**config.mk**
```make
export PLATFORM = sky130hd
export DESIGN_NAME = alu_share_arbiter_flat
export DESIGN_NICKNAME = d
export VERILOG_FILES = /design/src/rtl/alu_pkg.sv /design/src/rtl/alu_share_arbiter_if.sv /design/src/rtl/alu_share_arbiter_rr_arb2.sv /design/src/rtl/alu_share_arbiter.sv /design/src/flat_wrapper.sv
export SDC_FILE = /design/constraint.sdc
export NUM_CORES = 1
export LEC_CHECK = 0
export BUFFER_PORTS_ARGS = -buffer_cell sky130_fd_sc_hd__buf_2
export CAP_MARGIN = 20
export CORE_ASPECT_RATIO = 1.5
export CORE_MARGIN = 5
export CORE_UTILIZATION = 25
export CTS_BUF_LIST = sky130_fd_sc_hd__clkbuf_8
export DETAILED_ROUTE_END_ITERATION = 8
export GPL_TIMING_DRIVEN = 0
export PLACE_DENSITY_LB_ADDON = 0.05
export SYNTH_ARGS = -nofsm -noshare
export SYNTH_HDL_FRONTEND = slang
export SYNTH_HIERARCHICAL = 1
export SYNTH_SLANG_ARGS = --single-unit
```
**constraint.sdc**
```tcl
create_clock -name clk_i -period 4 [get_ports clk_i]
set_input_delay 0.4 -clock clk_i [delete_from_list [all_inputs] [get_ports clk_i]]
set_output_delay 0.4 -clock clk_i [all_outputs]
set_load 0.1 [all_outputs]
```
**src/rtl/alu_pkg.sv**
```systemverilog
// Shared definitions for the ALU sharing arbiter: widths, FSM states and ALU
// control codes.
package alu_pkg;
   localparam int DATA_W = 32;
   localparam int CTRL_W = 6;

   typedef enum logic [1:0] {
      IDLE = 2'd0,
      EXEC = 2'd1,
      RESP = 2'd2
   } state_t;

   localparam logic [CTRL_W-1:0] ALU_AND = 6'd0;
   localparam logic [CTRL_W-1:0] ALU_OR  = 6'd1;
   localparam logic [CTRL_W-1:0] ALU_ADD = 6'd2;
   localparam logic [CTRL_W-1:0] ALU_SUB = 6'd6;
   localparam logic [CTRL_W-1:0] ALU_SLT = 6'd7;
   localparam logic [CTRL_W-1:0] ALU_SLL = 6'd8;
   localparam logic [CTRL_W-1:0] ALU_JR  = 6'd32;
   localparam logic [CTRL_W-1:0] ALU_BEQ = 6'd34;

   function automatic logic [1:0] port_onehot(input logic tag);
      return tag ? 2'b10 : 2'b01;
   endfunction
endpackage

```
**src/rtl/alu_share_arbiter_if.sv**
```systemverilog
// Requester, response and shared-ALU signals of the arbiter. Index 0 of each
// pair is the EX stage, index 1 the branch/compare resolve unit.
interface alu_share_arbiter_if #(
   parameter int DW = alu_pkg::DATA_W,
   parameter int CW = alu_pkg::CTRL_W
);
   logic [1:0]          req_valid;
   logic [1:0]          req_ready;
   logic [1:0][CW-1:0]  req_ctrl;
   logic [1:0][DW-1:0]  req_a;
   logic [1:0][DW-1:0]  req_b;
   logic [1:0][4:0]     req_shamt;

   logic [1:0]          rsp_valid;
   logic [1:0]          rsp_ready;
   logic [DW-1:0]       rsp_result;
   logic                rsp_zero;
   logic                rsp_overflow;
   logic                rsp_write_enable;
   logic                rsp_jr_sel;

   logic [CW-1:0]       alu_ctrl;
   logic [DW-1:0]       alu_a;
   logic [DW-1:0]       alu_b;
   logic [4:0]          alu_shamt;
   logic [DW-1:0]       alu_result;
   logic                alu_overflow;
   logic                alu_write_enable;
   logic                alu_jr_sel;

   modport slave (
      input  req_valid, req_ctrl, req_a, req_b, req_shamt, rsp_ready,
      input  alu_result, alu_overflow, alu_write_enable, alu_jr_sel,
      output req_ready, rsp_valid, rsp_result, rsp_zero, rsp_overflow,
      output rsp_write_enable, rsp_jr_sel,
      output alu_ctrl, alu_a, alu_b, alu_shamt
   );

   modport master (
      output req_valid, req_ctrl, req_a, req_b, req_shamt, rsp_ready,
      output alu_result, alu_overflow, alu_write_enable, alu_jr_sel,
      input  req_ready, rsp_valid, rsp_result, rsp_zero, rsp_overflow,
      input  rsp_write_enable, rsp_jr_sel,
      input  alu_ctrl, alu_a, alu_b, alu_shamt
   );
endinterface

```
**src/rtl/alu_share_arbiter_rr_arb2.sv**
```systemverilog
// Two-requester round-robin: on contention the port that did not win last time
// is granted. Grants are only issued while enable_i is high.
module rr_arb2 (
   input  logic       clk_i,
   input  logic       rst_i,
   input  logic [1:0] valid_i,
   input  logic       enable_i,
   output logic [1:0] grant_o
);
   logic last_grant_q;
   logic last_grant_d;

   always_comb begin
      grant_o      = 2'b00;
      last_grant_d = last_grant_q;
      if (enable_i) begin
         unique case (valid_i)
            2'b01:   grant_o = 2'b01;
            2'b10:   grant_o = 2'b10;
            2'b11:   grant_o = last_grant_q ? 2'b01 : 2'b10;
            default: grant_o = 2'b00;
         endcase
      end
      if (grant_o != 2'b00) begin
         last_grant_d = grant_o[1];
      end
   end

   // Reset value 1 lets port 0 win the first contention.
   always_ff @(posedge clk_i or posedge rst_i) begin
      if (rst_i) begin
         last_grant_q <= 1'b1;
      end else begin
         last_grant_q <= last_grant_d;
      end
   end
endmodule

```
**src/rtl/alu_share_arbiter.sv**
```systemverilog
// Time-shares one combinational ALU between two requesters: capture operands,
// drive the ALU for one cycle, then hold the registered result until accepted.
module alu_share_arbiter
   import alu_pkg::*;
(
   input  logic               clk_i,
   input  logic               rst_i,
   alu_share_arbiter_if.slave bus_io
);
   state_t              state_q, state_d;
   logic [CTRL_W-1:0]   op_ctrl_q, op_ctrl_d;
   logic [DATA_W-1:0]   op_a_q, op_a_d;
   logic [DATA_W-1:0]   op_b_q, op_b_d;
   logic [4:0]          op_shamt_q, op_shamt_d;
   logic                op_tag_q, op_tag_d;

   logic [DATA_W-1:0]   res_q, res_d;
   logic                res_zero_q, res_zero_d;
   logic                res_ovf_q, res_ovf_d;
   logic                res_we_q, res_we_d;
   logic                res_jr_q, res_jr_d;
   logic [1:0]          rsp_valid_q, rsp_valid_d;

   logic                accept_en;
   logic [1:0]          grant;

   // A new request may be taken when idle, or when the pending result is
   // consumed in the same cycle; never while reset is held.
   assign accept_en = !rst_i &&
                      ((state_q == IDLE) ||
                       (state_q == RESP && bus_io.rsp_ready[op_tag_q]));

   rr_arb2 u_arb (
      .clk_i    (clk_i),
      .rst_i    (rst_i),
      .valid_i  (bus_io.req_valid),
      .enable_i (accept_en),
      .grant_o  (grant)
   );

   always_comb begin
      state_d     = state_q;
      op_ctrl_d   = op_ctrl_q;
      op_a_d      = op_a_q;
      op_b_d      = op_b_q;
      op_shamt_d  = op_shamt_q;
      op_tag_d    = op_tag_q;
      res_d       = res_q;
      res_zero_d  = res_zero_q;
      res_ovf_d   = res_ovf_q;
      res_we_d    = res_we_q;
      res_jr_d    = res_jr_q;
      rsp_valid_d = rsp_valid_q;

      unique case (state_q)
         IDLE: begin
            if (grant != 2'b00) begin
               state_d = EXEC;
            end
         end
         EXEC: begin
            res_d       = bus_io.alu_result;
            res_zero_d  = (bus_io.alu_result == '0);
            res_ovf_d   = bus_io.alu_overflow;
            res_we_d    = bus_io.alu_write_enable;
            res_jr_d    = bus_io.alu_jr_sel;
            rsp_valid_d = port_onehot(op_tag_q);
            state_d     = RESP;
         end
         RESP: begin
            if (bus_io.rsp_ready[op_tag_q]) begin
               rsp_valid_d = 2'b00;
               state_d     = (grant != 2'b00) ? EXEC : IDLE;
            end
         end
         default: state_d = IDLE;
      endcase

      if (grant != 2'b00) begin
         op_ctrl_d  = bus_io.req_ctrl[grant[1]];
         op_a_d     = bus_io.req_a[grant[1]];
         op_b_d     = bus_io.req_b[grant[1]];
         op_shamt_d = bus_io.req_shamt[grant[1]];
         op_tag_d   = grant[1];
      end
   end

   always_ff @(posedge clk_i or posedge rst_i) begin
      if (rst_i) begin
         state_q     <= IDLE;
         op_ctrl_q   <= '0;
         op_a_q      <= '0;
         op_b_q      <= '0;
         op_shamt_q  <= '0;
         op_tag_q    <= 1'b0;
         res_q       <= '0;
         res_zero_q  <= 1'b0;
         res_ovf_q   <= 1'b0;
         res_we_q    <= 1'b0;
         res_jr_q    <= 1'b0;
         rsp_valid_q <= 2'b00;
      end else begin
         state_q     <= state_d;
         op_ctrl_q   <= op_ctrl_d;
         op_a_q      <= op_a_d;
         op_b_q      <= op_b_d;
         op_shamt_q  <= op_shamt_d;
         op_tag_q    <= op_tag_d;
         res_q       <= res_d;
         res_zero_q  <= res_zero_d;
         res_ovf_q   <= res_ovf_d;
         res_we_q    <= res_we_d;
         res_jr_q    <= res_jr_d;
         rsp_valid_q <= rsp_valid_d;
      end
   end

   // The ALU sees the op register at all times, so its inputs only move on acceptance.
   assign bus_io.alu_ctrl         = op_ctrl_q;
   assign bus_io.alu_a            = op_a_q;
   assign bus_io.alu_b            = op_b_q;
   assign bus_io.alu_shamt        = op_shamt_q;

   assign bus_io.req_ready        = grant;
   assign bus_io.rsp_valid        = rsp_valid_q;
   assign bus_io.rsp_result       = res_q;
   assign bus_io.rsp_zero         = res_zero_q;
   assign bus_io.rsp_overflow     = res_ovf_q;
   assign bus_io.rsp_write_enable = res_we_q;
   assign bus_io.rsp_jr_sel       = res_jr_q;
endmodule

```
**src/flat_wrapper.sv**
```systemverilog
// flat-port wrapper written by rule: the top's interface ports become plain ports
module alu_share_arbiter_flat import alu_pkg::*;
  (clk_i, rst_i, bus_io_req_valid, bus_io_req_ctrl, bus_io_req_a, bus_io_req_b, bus_io_req_shamt, bus_io_rsp_ready, bus_io_alu_result, bus_io_alu_overflow, bus_io_alu_write_enable, bus_io_alu_jr_sel, bus_io_req_ready, bus_io_rsp_valid, bus_io_rsp_result, bus_io_rsp_zero, bus_io_rsp_overflow, bus_io_rsp_write_enable, bus_io_rsp_jr_sel, bus_io_alu_ctrl, bus_io_alu_a, bus_io_alu_b, bus_io_alu_shamt);
  alu_share_arbiter_if bus_io_i ();
  input  logic clk_i;
  input  logic rst_i;
  input wire logic [$bits(bus_io_i.req_valid)-1:0] bus_io_req_valid;
  input wire logic [$bits(bus_io_i.req_ctrl)-1:0] bus_io_req_ctrl;
  input wire logic [$bits(bus_io_i.req_a)-1:0] bus_io_req_a;
  input wire logic [$bits(bus_io_i.req_b)-1:0] bus_io_req_b;
  input wire logic [$bits(bus_io_i.req_shamt)-1:0] bus_io_req_shamt;
  input wire logic [$bits(bus_io_i.rsp_ready)-1:0] bus_io_rsp_ready;
  input wire logic [$bits(bus_io_i.alu_result)-1:0] bus_io_alu_result;
  input wire logic [$bits(bus_io_i.alu_overflow)-1:0] bus_io_alu_overflow;
  input wire logic [$bits(bus_io_i.alu_write_enable)-1:0] bus_io_alu_write_enable;
  input wire logic [$bits(bus_io_i.alu_jr_sel)-1:0] bus_io_alu_jr_sel;
  output wire logic [$bits(bus_io_i.req_ready)-1:0] bus_io_req_ready;
  output wire logic [$bits(bus_io_i.rsp_valid)-1:0] bus_io_rsp_valid;
  output wire logic [$bits(bus_io_i.rsp_result)-1:0] bus_io_rsp_result;
  output wire logic [$bits(bus_io_i.rsp_zero)-1:0] bus_io_rsp_zero;
  output wire logic [$bits(bus_io_i.rsp_overflow)-1:0] bus_io_rsp_overflow;
  output wire logic [$bits(bus_io_i.rsp_write_enable)-1:0] bus_io_rsp_write_enable;
  output wire logic [$bits(bus_io_i.rsp_jr_sel)-1:0] bus_io_rsp_jr_sel;
  output wire logic [$bits(bus_io_i.alu_ctrl)-1:0] bus_io_alu_ctrl;
  output wire logic [$bits(bus_io_i.alu_a)-1:0] bus_io_alu_a;
  output wire logic [$bits(bus_io_i.alu_b)-1:0] bus_io_alu_b;
  output wire logic [$bits(bus_io_i.alu_shamt)-1:0] bus_io_alu_shamt;
  assign bus_io_i.req_valid = bus_io_req_valid;
  assign bus_io_i.req_ctrl = bus_io_req_ctrl;
  assign bus_io_i.req_a = bus_io_req_a;
  assign bus_io_i.req_b = bus_io_req_b;
  assign bus_io_i.req_shamt = bus_io_req_shamt;
  assign bus_io_i.rsp_ready = bus_io_rsp_ready;
  assign bus_io_i.alu_result = bus_io_alu_result;
  assign bus_io_i.alu_overflow = bus_io_alu_overflow;
  assign bus_io_i.alu_write_enable = bus_io_alu_write_enable;
  assign bus_io_i.alu_jr_sel = bus_io_alu_jr_sel;
  assign bus_io_req_ready = bus_io_i.req_ready;
  assign bus_io_rsp_valid = bus_io_i.rsp_valid;
  assign bus_io_rsp_result = bus_io_i.rsp_result;
  assign bus_io_rsp_zero = bus_io_i.rsp_zero;
  assign bus_io_rsp_overflow = bus_io_i.rsp_overflow;
  assign bus_io_rsp_write_enable = bus_io_i.rsp_write_enable;
  assign bus_io_rsp_jr_sel = bus_io_i.rsp_jr_sel;
  assign bus_io_alu_ctrl = bus_io_i.alu_ctrl;
  assign bus_io_alu_a = bus_io_i.alu_a;
  assign bus_io_alu_b = bus_io_i.alu_b;
  assign bus_io_alu_shamt = bus_io_i.alu_shamt;
  alu_share_arbiter u_core (.clk_i(clk_i), .rst_i(rst_i), .bus_io(bus_io_i));
endmodule
```
# Word-level counts from Yosys, hierarchy flattened
# Cells that the tools add are included.
# totals
regBits	117
latchBits	0
mem_bits_rw	0
rom_bits	0
input_bits	191
wordCells	52
mem_count	0
# op_classes
add_sub_neg	0
multipliers	0
div_mod_pow	0
order_cmp	2
n_eq_ne	7
shifts	0
n_mux	20
n_bitwise	0
reduce_logical	10
# op_table
operator	n
$mux 32	4
$logic_not 32->1	1
$mux 2	6
$mux 6	2
$pmux 2 s3	2
$mux 5	2
$eq 2x2->1 const B	3
$eq 2x1->1 const B	2
$lt 1x2->1 const B	2
$ne 2x2->1 const B	2
$pmux 2 s2	1
$reduce_and 2->1	2
$reduce_bool 2->1	2
$mux 1	3
$logic_and 1x1->1	2
$logic_not 2->1	1
$logic_not 1->1	1
$logic_or 1x1->1	1

# Longest topological paths before layout
# depth
word_depth	10
ltp_mapped	10

# Modules after synthesis
# Netlist, hierarchy kept.
# modules_own_cells
module	instances	cells_each	area_each_um2	seq_area_each_um2
alu_share_arbiter	1	442	5134.9	2902.8
rr_arb2	1	9	66.3	26.3

# Worst setup path before layout
# Ideal clock, no wire load.
# synth_path
kind	register -> register
start	reg u_core.op_tag_q
end	reg u_core.op_b_q[10], in the netlist u_core/bus_io.alu_b[10]
t_arrival_ps	3490
slack_ps	426
path_stages_with_launch	11
path_buffers	3
period_less_slack_ps	3574
path_cell_list	dfrtp_1 -> nand2b_1 -> nand3_1 -> nor3b_1 -> nand2_1 -> a21oi_1 -> buf_2 -> buf_2 -> clkbuf_1 -> nand2_1 -> o21ai_0
# synth_via
elab_chain_len	8
# synth_lines
item	line_no	text
start, declared	alu_share_arbiter.sv:15	logic op_tag_q, op_tag_d;
start signal, assigned	alu_share_arbiter.sv:108	op_tag_q <= op_tag_d;
$mux 1 (not written as such) (*) (2 in a row)	alu_share_arbiter.sv:31	(state_q == RESP && bus_io.rsp_ready[op_tag_q]));
$logic_and 1x1->1 (*)	alu_share_arbiter.sv:31	
$logic_or 1x1->1 (*)	alu_share_arbiter.sv:30	((state_q == IDLE) ||
$logic_and 1x1->1 (*)	alu_share_arbiter.sv:29	assign accept_en = !rst_i &&
via u_core.accept_en	alu_share_arbiter.sv:24	logic accept_en;
$mux 2 (*)	alu_share_arbiter_rr_arb2.sv:16	if (enable_i) begin
via bus_io_req_ready[1]	flat_wrapper.sv:17	output wire logic [$bits(bus_io_i.req_ready)-1:0] bus_io_req_ready;
$mux 32 (not written as such) (2 in a row)	alu_share_arbiter.sv:82	op_b_d = bus_io.req_b[grant[1]];
end signal, assigned	alu_share_arbiter.sv:106	op_b_q <= op_b_d;
end, declared	alu_share_arbiter.sv:13	logic [DATA_W-1:0] op_b_q, op_b_d;
# Mark *: on every way through the listed nets, which the timed path passes. The rest lies on a longest branch. The select of a mux whose other input is x is not followed.
# A chain may end at the register's enable or synchronous reset.

# Worst setup path after layout
# layout_path
start	reg u_core.op_tag_q
end	out bus_io_req_ready[1]
# layout_via
elab_chain_len	6
# layout_lines
item	line_no
$mux 1 (not written as such) (2 in a row)	alu_share_arbiter.sv:31
$logic_and 1x1->1	alu_share_arbiter.sv:31
$logic_or 1x1->1	alu_share_arbiter.sv:30
$logic_and 1x1->1	alu_share_arbiter.sv:29
via u_core.accept_en	alu_share_arbiter.sv:24
$mux 2	alu_share_arbiter_rr_arb2.sv:16
end, declared	flat_wrapper.sv:17
# The timed path passes the listed nets, and every way through them passes these cells. The select of a mux whose other input is x is not followed.

==> out/metrics.cfg <==
[min_path]
min_path_type = in2reg

[clock_network]
hold_buffers = 1
cts_buffers = 17
post_cts_resized = 0
cts_tree = built
clock-root-buffer = clkbuf_8
cts_sinks = 117
clkTransAtPathRegs_ps = 80
cts_setup_buffers = 0
cts_buffer_depth = 2
clk_latency_ps = 430
h-tree-depth = 4

[die]
start_util_pct = 25.5
dieArea_um2 = 23800
ios = 306
dieHeight_um = 187
core_area_um2 = 20400
rows = 64
fp.dieW_um = 128

[synth]
async_flop_share_pct = 100
syn_inst = 451
synth-edff-count = 0
yosysSeqAreaShare_pct = 56.3
syn-num-nets = 642
ys_ff_latch = 117
ys.flop_type = dfrtp_1
synth.avg_cell_area_um2 = 11.5
yosys_warnings = 6
post_synth_num_cell_types = 29
syn_area_um2 = 5200

[setup_path]
path_cells = nand2b_1, nand3_1, nor3b_1, nand2_1, a21oi_1, buf_2
worstSetupEndpointType = output port
path_buf_inv = 1
crit_required_ps = 3600
crit_family = simple AND/OR/NAND/NOR gates
crit_path_max_incr_delay_ps = 470
cp_max_fo = 7
arrival_ps = 2370
criticalPathCategory = reg2out
cp-start-kind = flop
cp_slowest_cell = buf_2
r2r_setup_slack_ps = 1270

[place]
hpwl_mm = 14.2
gp_congestion = 0.803
pre_cts_slack_ps = 1220
io_buffers = 305

[final_layout]
syn_to_final_growth_pct = 44.3
final_nets = 968
fillers = 2156
drive_above_1_share_pct = 50.6

[timing]
setup_viol = 0
period_needed_ps = 2770
finClkSkew_ps = 11.9
maxSlewViolCount = 0
setup_slack_ps = 1230
final_hold_viol_count = 0
fin_crit_sh_pct = 69.4
worst_pin_slew_ps = 521
slew_headroom_pct = 65.2
grt_setup_unrepaired = false
fmax_ghz = 0.360

[drt]
firstDrtPassIters = 4
routed_wl_mm = 18.0
drc = 0
via_per_inst = 4.37
vias = 4615
ant_nets = 0
dr.first_iter.drc_count = 122
wl_per_cell_um = 17.1

[run_status]
status = completed

[global_route]
antenna_found_initial = 2
overflow = 0
grt_max_degree = 67
grt_first_pass_wirelength_mm = 28.2
grt_pass1_vias = 5113
grt_use_total_pct = 15.0

[job]
max-cap-violations = 0

worst paths after layout:
| path | startpoint | end | cells after the start |
|---|---|---|---|
| hold / removal | bus_io_req_a[36] | u_core/bus_io.alu_a[4] | 3 |
| setup reg to reg | u_core/op_tag_q | u_core/bus_io.alu_b[10] | 10 |
| max in group asynchronous | rst_i | u_core/bus_io.alu_b[13] | 4 |
| setup / recovery | u_core/op_tag_q | bus_io_req_ready[1] | 6 |
| hold reg to reg | u_core/bus_io.rsp_zero | u_core/bus_io.rsp_zero | 2 |
| min in group asynchronous | rst_i | u_core/u_arb/last_grant_q | 3 |
layout make-up:
| type | instances | area (um2) | area share [%] |
|---|---|---|---|
| buffer | 31 | 218 | 2.90 |
| tap | 264 | 330 | 4.40 |
| inverter | 5 | 23.8 | 0.317 |
| timing repair buffer | 307 | 1560 | 20.8 |
| clock inverter | 14 | 154 | 2.05 |
| clock buffer | 18 | 248 | 3.30 |
| sequential | 117 | 2930 | 39.0 |
| multi-input combinational | 298 | 2040 | 27.1 |
| antenna | 1 | 2.50 | 0.0333 |
state kept, by name (all words and copies together) (netlist names):
signal / flops
u_core/bus_io.rsp_overflow: 1
u_core/bus_io.alu_ctrl: 6
u_core/u_arb/last_grant_q: 1
u_core/bus_io.alu_shamt: 5
u_core/op_tag_q: 1
u_core/bus_io.rsp_zero: 1
u_core/bus_io.rsp_write_enable: 1
u_core/bus_io.rsp_valid: 2
u_core/bus_io.alu_b: 32
u_core/bus_io.rsp_result: 32
u_core/bus_io.rsp_jr_sel: 1
u_core/bus_io.alu_a: 32
u_core/state_q: 2
per-stage QoR:
stage	TNS, ps	hold slack, ps	std cells	instance area (um2)	util (%)
final	0	168	1055	7500	36.8
after detailed placement	0	463	1021	7090	34.7
after floorplan	0	290	451	5200	-
after global placement	-146990	429	1020	7060	34.6
after global routing	0	129	1055	7500	36.8
after CTS	0	126	1054	7500	36.7
Yosys cell counts (2+ instances only):
library cell	count	area share, %
nor4_1	8	0.96
nand3b_1	3	0.43
buf_2	9	0.87
mux2i_1	75	14
inv_1	5	0.36
a21oi_1	5	0.48
buf_4	5	0.72
nand4_1	2	0.24
buf_6	8	1.7
nand3_1	2	0.19
o21ai_0	76	7.3
clkbuf_1	8	0.58
nand2_1	80	5.8
dfrtp_1	116	56
mux2_2	35	7.6
layout by cell type, fill, tap and decap left out, types with 2 or more instances in the layout:
master        n
nand2_1      80
o21ai_0      76
inv_1         4
mux2_2       35
clkbuf_8     18
nor4_1        8
nand3b_1      3
nand3_1       2
nand4_1       2
mux2i_1      75
a21oi_1       5
inv_6         3
buf_4         5
clkinv_4      5
buf_2       314
buf_6         8
clkinv_2      2
clkbuf_1      8
clkinvlp_4    3
bufinv_16     2
dfrtp_1     116
worst reg2reg max path, delay by kind of cell, from the launching register on:
kind                   cells  cell delay, ps
buffers and inverters      3             990
AND/OR/NAND/NOR            5             910
AO/OA/AOI/OAI              2             300
flip-flops                 1             440
logic make-up after synthesis:
| group | count (synthesis) | share of synthesized area [%] |
|---|---|---|
| flip-flops | 117 | 56.3 |
| multiplexers | 110 | 22.0 |
| AND/OR/NAND/NOR | 102 | 8.54 |
| AO/OA/AOI/OAI | 86 | 8.59 |
| buffers and inverters | 36 | 4.55 |
routing by layer:
| metal | global-route usage (%) | vias to the layer above | part of all wire (%) |
|---|---|---|---|
| met1 | 17.0 | 2161 | 38 |
| met2 | 26.1 | 215 | 52 |
| met3 | 5.32 | 17 | 8.4 |
| met4 | 4.82 | 2 | 1.6 |
| met5 | 0 | - | 0.072 |
| li1 | - | 2220 | - |
Power is left out: the tool's default activity adds up to more than one toggle a clock period on the data nets, which glitch-free logic cannot reach.
